==> src/rtl/tetris_pkg.sv <==
// Shared definitions for the tetris board: playfield geometry, cell codes,
// line-clear FSM state encoding, the points table and a row-full helper.
package tetris_pkg;

    localparam int COLS   = 10;
    localparam int ROWS   = 20;
    localparam int KIND_W = 4;
    localparam int ROW_W  = COLS * KIND_W;
    localparam int X_W    = 4;
    localparam int Y_W    = 5;
    localparam int CNT_W  = 3;

    localparam logic [KIND_W-1:0] KIND_EMPTY = 4'd0;
    localparam logic [X_W-1:0]    COLS_X     = 4'd10;
    localparam logic [Y_W-1:0]    ROWS_Y     = 5'd20;
    localparam logic [Y_W-1:0]    LAST_ROW   = 5'd19;
    localparam logic [CNT_W-1:0]  CNT_MAX    = 3'd4;

    typedef enum logic [1:0] {
        IDLE  = 2'd0,
        SCAN  = 2'd1,
        SHIFT = 2'd2,
        DONE  = 2'd3
    } state_t;

    // Points per pass indexed by rows cleared; any count of 4 or more scores 8.
    function automatic logic [3:0] pts(input logic [CNT_W-1:0] cnt);
        logic [3:0] p;
        case (cnt)
            3'd0:    p = 4'd0;
            3'd1:    p = 4'd1;
            3'd2:    p = 4'd3;
            3'd3:    p = 4'd5;
            default: p = 4'd8;
        endcase
        return p;
    endfunction

    // A row is full when every cell in it holds a non-empty code.
    function automatic logic row_full(input logic [ROW_W-1:0] row);
        logic full;
        full = 1'b1;
        for (int c = 0; c < COLS; c++) begin
            full = full & (row[c*KIND_W +: KIND_W] != KIND_EMPTY);
        end
        return full;
    endfunction

endpackage

==> src/rtl/tetris_board_if.sv <==
// Game-logic side of the board: cell write handshake and lock handshake.
//  master : game FSM (drives valids and write payload)
//  slave  : tetris_board (drives the readies)
interface tetris_board_if;
    import tetris_pkg::*;

    logic              wr_valid;
    logic              wr_ready;
    logic [X_W-1:0]    wr_x;
    logic [Y_W-1:0]    wr_y;
    logic [KIND_W-1:0] wr_kind;
    logic              lock_valid;
    logic              lock_ready;

    modport master (
        output wr_valid, wr_x, wr_y, wr_kind, lock_valid,
        input  wr_ready, lock_ready
    );

    modport slave (
        input  wr_valid, wr_x, wr_y, wr_kind, lock_valid,
        output wr_ready, lock_ready
    );

endinterface

==> src/rtl/tetris_board_bcd_add_sat.sv <==
// Combinational 4-digit BCD plus 4-bit binary adder, saturating at 9999.
//  bcd_in  : current score, 4 BCD digits, [15:12] = thousands
//  bin_in  : binary increment (0..15)
//  bcd_out : bcd_in + bin_in in BCD, clamped to 9999 on overflow
// The ones digit can reach 9+15=24, so the carry into the next digit may be 2.
module bcd_add_sat (
    input  logic [15:0] bcd_in,
    input  logic [3:0]  bin_in,
    output logic [15:0] bcd_out
);

    logic [5:0]  sum;
    logic [4:0]  carry;
    logic [15:0] res;

    // Ripple the addend through the four digits with decimal correction.
    always_comb begin
        carry = {1'b0, bin_in};
        sum   = 6'd0;
        res   = 16'h0000;
        for (int i = 0; i < 4; i++) begin
            sum = {2'b00, bcd_in[4*i +: 4]} + {1'b0, carry};
            if (sum >= 6'd20) begin
                res[4*i +: 4] = 4'(sum - 6'd20);
                carry         = 5'd2;
            end else if (sum >= 6'd10) begin
                res[4*i +: 4] = 4'(sum - 6'd10);
                carry         = 5'd1;
            end else begin
                res[4*i +: 4] = sum[3:0];
                carry         = 5'd0;
            end
        end
        if (carry != 5'd0) begin
            bcd_out = 16'h9999;
        end else begin
            bcd_out = res;
        end
    end

endmodule

==> src/rtl/tetris_board.sv <==
// Owner of the 10x20 playfield and the BCD score.
//  clk, reset_n   : clock, synchronous active-low reset
//  rd_x, rd_y     : display cell query; rd_kind returns the code (combinational)
//  score_bcd      : 4-digit BCD score
//  bus (slave)    : cell write handshake and lock handshake from game logic
//  clear_board    : synchronous wipe of board, score and FSM
//  busy           : FSM not in IDLE
//  clear_done     : one-cycle pulse at the end of a line-clear pass
//  lines_cleared  : rows removed by the last pass, held until the next pass ends
// A lock starts a bottom-up scan. A full row is collapsed one row per cycle
// (everything above drops by one, row 0 is emptied), then the same row index
// is re-scanned because it now holds what was above it.
module tetris_board
    import tetris_pkg::*;
(
    input  logic              clk,
    input  logic              reset_n,
    input  logic [X_W-1:0]    rd_x,
    input  logic [Y_W-1:0]    rd_y,
    output logic [KIND_W-1:0] rd_kind,
    output logic [15:0]       score_bcd,
    tetris_board_if.slave     bus,
    input  logic              clear_board,
    output logic              busy,
    output logic              clear_done,
    output logic [CNT_W-1:0]  lines_cleared
);

    logic [ROW_W-1:0] board_r [ROWS];

    state_t           state_r,  state_s;
    logic [Y_W-1:0]   row_r,    row_s;
    logic [Y_W-1:0]   k_r,      k_s;
    logic [CNT_W-1:0] cnt_r,    cnt_s;

    logic [15:0]      score_r;
    logic [15:0]      score_sum_s;
    logic             clear_done_r;
    logic [CNT_W-1:0] lines_cleared_r;

    logic             wipe_s;
    logic             idle_s;
    logic             wr_fire_s;
    logic             wr_in_range_s;
    logic             lock_fire_s;
    logic             scan_full_s;
    logic [KIND_W-1:0] rd_kind_s;

    assign wipe_s        = ~reset_n | clear_board;
    assign idle_s        = (state_r == IDLE);
    assign wr_fire_s     = bus.wr_valid & idle_s;
    assign lock_fire_s   = bus.lock_valid & idle_s;
    assign wr_in_range_s = (bus.wr_x < COLS_X) && (bus.wr_y < ROWS_Y);
    // row_r only ever holds 0..ROWS-1, so this lookup is always in range.
    assign scan_full_s   = row_full(board_r[row_r]);

    assign bus.wr_ready   = idle_s;
    assign bus.lock_ready = idle_s;
    assign busy           = ~idle_s;
    assign score_bcd      = score_r;
    assign clear_done     = clear_done_r;
    assign lines_cleared  = lines_cleared_r;
    assign rd_kind        = rd_kind_s;

    bcd_add_sat u_bcd_add_sat (
        .bcd_in  (score_r),
        .bin_in  (pts(cnt_r)),
        .bcd_out (score_sum_s)
    );

    // Display read port: out-of-range coordinates read as empty.
    always_comb begin
        rd_kind_s = KIND_EMPTY;
        if ((rd_x < COLS_X) && (rd_y < ROWS_Y)) begin
            rd_kind_s = board_r[rd_y][rd_x*KIND_W +: KIND_W];
        end else begin
            rd_kind_s = KIND_EMPTY;
        end
    end

    // Line-clear FSM next-state and counter logic.
    always_comb begin
        state_s = state_r;
        row_s   = row_r;
        k_s     = k_r;
        cnt_s   = cnt_r;
        case (state_r)
            IDLE: begin
                if (lock_fire_s) begin
                    state_s = SCAN;
                    row_s   = LAST_ROW;
                    cnt_s   = 3'd0;
                end else begin
                    state_s = IDLE;
                end
            end
            SCAN: begin
                if (scan_full_s) begin
                    state_s = SHIFT;
                    k_s     = row_r;
                end else if (row_r == 5'd0) begin
                    state_s = DONE;
                end else begin
                    row_s   = row_r - 5'd1;
                end
            end
            SHIFT: begin
                if (k_r == 5'd0) begin
                    state_s = SCAN;
                    cnt_s   = (cnt_r >= CNT_MAX) ? CNT_MAX : cnt_r + 3'd1;
                end else begin
                    k_s     = k_r - 5'd1;
                end
            end
            DONE: begin
                state_s = IDLE;
                cnt_s   = 3'd0;
            end
            default: begin
                state_s = IDLE;
                cnt_s   = 3'd0;
            end
        endcase
    end

    // FSM state and scan/shift/count registers.
    always_ff @(posedge clk) begin
        if (wipe_s) begin
            state_r <= IDLE;
            row_r   <= 5'd0;
            k_r     <= 5'd0;
            cnt_r   <= 3'd0;
        end else begin
            state_r <= state_s;
            row_r   <= row_s;
            k_r     <= k_s;
            cnt_r   <= cnt_s;
        end
    end

    // Board storage: wipe, game writes in IDLE, and one-row-per-cycle collapse.
    always_ff @(posedge clk) begin
        if (wipe_s) begin
            for (int r = 0; r < ROWS; r++) begin
                board_r[r] <= '0;
            end
        end else if (wr_fire_s && wr_in_range_s) begin
            board_r[bus.wr_y][bus.wr_x*KIND_W +: KIND_W] <= bus.wr_kind;
        end else if (state_r == SHIFT) begin
            if (k_r == 5'd0) begin
                board_r[0] <= '0;
            end else begin
                board_r[k_r] <= board_r[k_r - 5'd1];
            end
        end else begin
            board_r[0] <= board_r[0];
        end
    end

    // Score and end-of-pass result registers.
    always_ff @(posedge clk) begin
        if (wipe_s) begin
            score_r         <= 16'h0000;
            clear_done_r    <= 1'b0;
            lines_cleared_r <= 3'd0;
        end else if (state_r == DONE) begin
            score_r         <= score_sum_s;
            clear_done_r    <= 1'b1;
            lines_cleared_r <= cnt_r;
        end else begin
            clear_done_r    <= 1'b0;
        end
    end

endmodule

==> src/flat_wrapper.sv <==
// flat-port wrapper written by rule: the top's interface ports become plain ports
module tetris_board_flat import tetris_pkg::*;
  (clk, reset_n, rd_x, rd_y, rd_kind, score_bcd, clear_board, busy, clear_done, lines_cleared, bus_wr_valid, bus_wr_x, bus_wr_y, bus_wr_kind, bus_lock_valid, bus_wr_ready, bus_lock_ready);
  tetris_board_if bus_i ();
  input  logic clk;
  input  logic reset_n;
  input  logic [X_W-1:0] rd_x;
  input  logic [Y_W-1:0] rd_y;
  output logic [KIND_W-1:0] rd_kind;
  output logic [15:0] score_bcd;
  input  logic clear_board;
  output logic busy;
  output logic clear_done;
  output logic [CNT_W-1:0] lines_cleared;
  input wire logic [$bits(bus_i.wr_valid)-1:0] bus_wr_valid;
  input wire logic [$bits(bus_i.wr_x)-1:0] bus_wr_x;
  input wire logic [$bits(bus_i.wr_y)-1:0] bus_wr_y;
  input wire logic [$bits(bus_i.wr_kind)-1:0] bus_wr_kind;
  input wire logic [$bits(bus_i.lock_valid)-1:0] bus_lock_valid;
  output wire logic [$bits(bus_i.wr_ready)-1:0] bus_wr_ready;
  output wire logic [$bits(bus_i.lock_ready)-1:0] bus_lock_ready;
  assign bus_i.wr_valid = bus_wr_valid;
  assign bus_i.wr_x = bus_wr_x;
  assign bus_i.wr_y = bus_wr_y;
  assign bus_i.wr_kind = bus_wr_kind;
  assign bus_i.lock_valid = bus_lock_valid;
  assign bus_wr_ready = bus_i.wr_ready;
  assign bus_lock_ready = bus_i.lock_ready;
  tetris_board u_core (.clk(clk), .reset_n(reset_n), .rd_x(rd_x), .rd_y(rd_y), .rd_kind(rd_kind), .score_bcd(score_bcd), .bus(bus_i), .clear_board(clear_board), .busy(busy), .clear_done(clear_done), .lines_cleared(lines_cleared));
endmodule
==> config.mk <==
export PLATFORM = sky130hd
export DESIGN_NAME = tetris_board_flat
export DESIGN_NICKNAME = d
export VERILOG_FILES = /design/src/rtl/tetris_pkg.sv /design/src/rtl/tetris_board_if.sv /design/src/rtl/tetris_board_bcd_add_sat.sv /design/src/rtl/tetris_board.sv /design/src/flat_wrapper.sv
export SDC_FILE = /design/constraint.sdc
export NUM_CORES = 2
export LEC_CHECK = 0
export CAP_MARGIN = 20
export CORE_MARGIN = 2
export CORE_UTILIZATION = 35
export DETAILED_ROUTE_END_ITERATION = 8
export PLACE_DENSITY = 0.56
export SETUP_SLACK_MARGIN = 0.5
export SLEW_MARGIN = 25
export SYNTH_ARGS = -nofsm -noshare
export SYNTH_HDL_FRONTEND = slang
export SYNTH_SLANG_ARGS = --single-unit
==> constraint.sdc <==
create_clock -name clk -period 16.79 [get_ports clk]
set_input_delay 2.5185 -clock clk [delete_from_list [all_inputs] [get_ports clk]]
set_output_delay 2.5185 -clock clk [all_outputs]
set_load 0.02 [all_outputs]
==> run summary <==
Initial Utilization -> 35.30%
initial DRC count -> 7990
Crit Reg-Reg Endpoint -> u_core.score_bcd[2]
vias per cell -> 6.758
Post-synth EDFFs -> 1280
unrepaired setup endpoints after global routing -> false
Worst-Skew Late Latency -> 820 ps
Std-Cell Rows -> 167
syn avg cell area -> 14.31 um2
status -> finished, final reports clean
H-tree depth -> 4
Seq/Total Area, Yosys -> 53.57%
DRC Markers -> 0
most frequent cells in the layout -> edfxtp_1, nor3_1, mux4_2
filler cell count -> 19210
Comb power frac -> 7.8%
commonest non-fill, non-tap cell in the layout -> edfxtp_1
Int Power -> 5.777 mW
CP startpoint -> rd_y[1]
CP Class -> input port to output pin
Hold Crit Class -> register to register
FF-to-FF setup slack -> 7810 ps
share of power burned in registers -> 49.2%
die height -> 461.5 um
Total GRT Usage -> 24.57%
vias in the first global route -> 49960
Port Buffer Count -> 53
Cell Pwr Density -> 94.93 nW/um2
Ys Warns -> 0
Syn Inst Count -> 5118
Layout Area Growth over Synthesis -> 10.29%
CTS tree -> built
share of layout cells above drive strength 1 -> 25.05%
grt ovf -> 0
Setup crit start kind -> input port
Setup Buffers After CTS -> 0
total iterations of the first detailed-routing run -> 5
hold_buf cts -> 0
count of cell types in the netlist -> 91
top_reg_cell synth -> edfxtp_1
switch share -> 24.67%
R2R depth -> 43
hpwl dp -> 181900 um
I/O pins -> 54
RR Startpoint -> u_core.cnt_r[1]
Psw -> 1.892 mW
Max Freq -> 95.75 MHz
Placed Instances -> 7533
placement-stage cell area -> 75900 um2
CTS buffer count -> 149
Resize count post-CTS -> 0
final hold violation count -> 0
Routability Congestion -> 0.9370
wire per inst -> 34.06 um
largest net degree at the start of global routing -> 146
clock power share -> 43.0%
CP required -> 14270 ps
Setup crit end kind -> output pin
final-report setup violation count -> 0
Net Count, Synth -> 5175
Slew HR -> 20.44%
clk sinks -> 1320
Max Cap Viol -> 0
drt total wl -> 266000 um
Syn Std Cell Area -> 73250 um2
global-route wire length before repair -> 375700 um
Root Driver -> clkbuf_16
Layout Cells excl Fill -> 7811
Max clock buf depth -> 3
ys async rst share -> 0%
initial antenna violation count -> 11
skew final -> 30.44 ps
clk slew on worst S/H paths -> 50 ps
fin nets -> 4953
design area -> 80780 um2
Final ANT Viol Nets -> 0
Leakage Power -> 23.67 nW
final worst path period need -> 10440 ps
Core ar. -> 207500 um2
setup_tns -> 0 ps
count of final max-slew check failures -> 0
storage element area -> 39250 um2
Vias -> 52790
die width -> 461.5 um
area of the multi-input gates -> 31250 um2
register bit total from synthesis -> 1320
crit path capture -> rd_kind[0]
Worst Path Arrival -> 7930 ps
crit-path max FO -> 71
die area -> 212900 um2
period utilization -> 62.20%
worst-margin pin slew -> 1182 ps
VDD IR-drop max -> 0.1143 mV
-- power by group through the flow --
stage	logic (mW)	clock network [mW]	registers, mW
after global routing	0.617	3.45	3.77
final	0.600	3.30	3.77
after floorplan	0.380	0	3.78
after detailed placement	0.584	0	3.83
after global placement	0.582	0	3.83
after CTS	0.587	3.32	3.76
-- synth_stat cells, drive strengths merged (18+ instances only) --
master | count | area, um2
mux2i | 56 | 560.5
nand2 | 183 | 689.4
mux4 | 764 | 17210
a21oi | 158 | 925.9
dfxtp | 40 | 800.8
o211ai | 33 | 252.7
nor3 | 780 | 3909
ha | 26 | 325.3
clkbuf | 320 | 1202
nor2 | 237 | 902.1
nand4 | 28 | 175.2
buf | 246 | 1678
nor4 | 313 | 1973
edfxtp | 1280 | 38440
inv | 78 | 295.3
a22oi | 29 | 217.7
nor3b | 37 | 277.8
a221oi | 22 | 211.5
nand3 | 18 | 90.09
or4 | 24 | 180.2
o41ai | 30 | 270.3
o21ai | 237 | 1186
-- cell type report --
class / instances / area share (%)
clock inverters: 94 / 1.258
well taps: 2788 / 4.318
inverters: 78 / 0.3655
diodes: 6 / 0.01859
flip-flops and latches: 1320 / 48.59
clock buffers: 178 / 4.750
multi-input cells: 3154 / 38.68
repair buffers: 193 / 2.024
-- kinds of logic after synthesis --
| logic type | count (synthesis) | share of synthesized area, % |
|---|---|---|
| AO/OA/AOI/OAI | 610 | 5.323 |
| multiplexers | 824 | 24.32 |
| AND/OR/NAND/NOR | 1676 | 11.71 |
| XOR/XNOR | 14 | 0.1879 |
| adder cells (fa/ha/maj) | 30 | 0.5535 |
| buffers and inverters | 644 | 4.335 |
| flip-flops | 1320 | 53.57 |
-- worst min-delay path by stage --
stage | start | end | slack, ps | cells after the start
6_report | u_core.lines_cleared[0] | u_core.lines_cleared[0] | 500 | 2
5_1_grt | u_core.score_bcd[2] | u_core.score_bcd[2] | 530 | 2
4_1_cts | u_core.lines_cleared[0] | u_core.lines_cleared[0] | 500 | 2
3_5_place_dp | u_core.lines_cleared[0] | u_core.lines_cleared[0] | 480 | 2
3_3_place_gp | u_core.lines_cleared[0] | u_core.lines_cleared[0] | 480 | 2
2_1_floorplan | u_core.k_r[1] | u_core.k_r[1] | 470 | 2
-- sequential cells by signal, summed over array words and instances (netlist names), named ones only --
signal / cells
u_core.board_r: 1280
u_core.clear_done: 1
u_core.cnt_r: 3
u_core.k_r: 5
u_core.lines_cleared: 3
u_core.row_r: 5
u_core.score_bcd: 16
u_core.state_r: 2
-- worst max-delay path, stage by stage --
cell and delay, ps:
buf_8 410, buf_4 790, buf_4 890, buf_4 820, mux4_2 410, a22oi_1 290
o211ai_1 140, a21oi_1 260, nor2_1 80, a21o_1 190, a21oi_1 260, o32ai_1 200
clkdlybuf4s50_1 570
-- per-stage QoR --
step	hold slack, ps	setup WS [ps]	power [mW]	util (%)
after floorplan	474.3	8817	4.164	-
after global placement	478.0	6355	4.413	36.57
after detailed placement	483.9	6349	4.416	36.58
after CTS	499.1	6339	7.674	38.92
after global routing	531.5	6135	7.839	38.93
final	495.7	6346	7.669	38.93
-- layer usage --
layer | up-vias | wire, um | global-route usage, %
li1 | 20790 | - | -
met1 | 27300 | 97820 | 32.11
met2 | 4055 | 120500 | 37.31
met3 | 644 | 33220 | 7.239
met4 | 6 | 14470 | 12.00
met5 | - | 48 | 0
(Power assumes the default switching activity.)
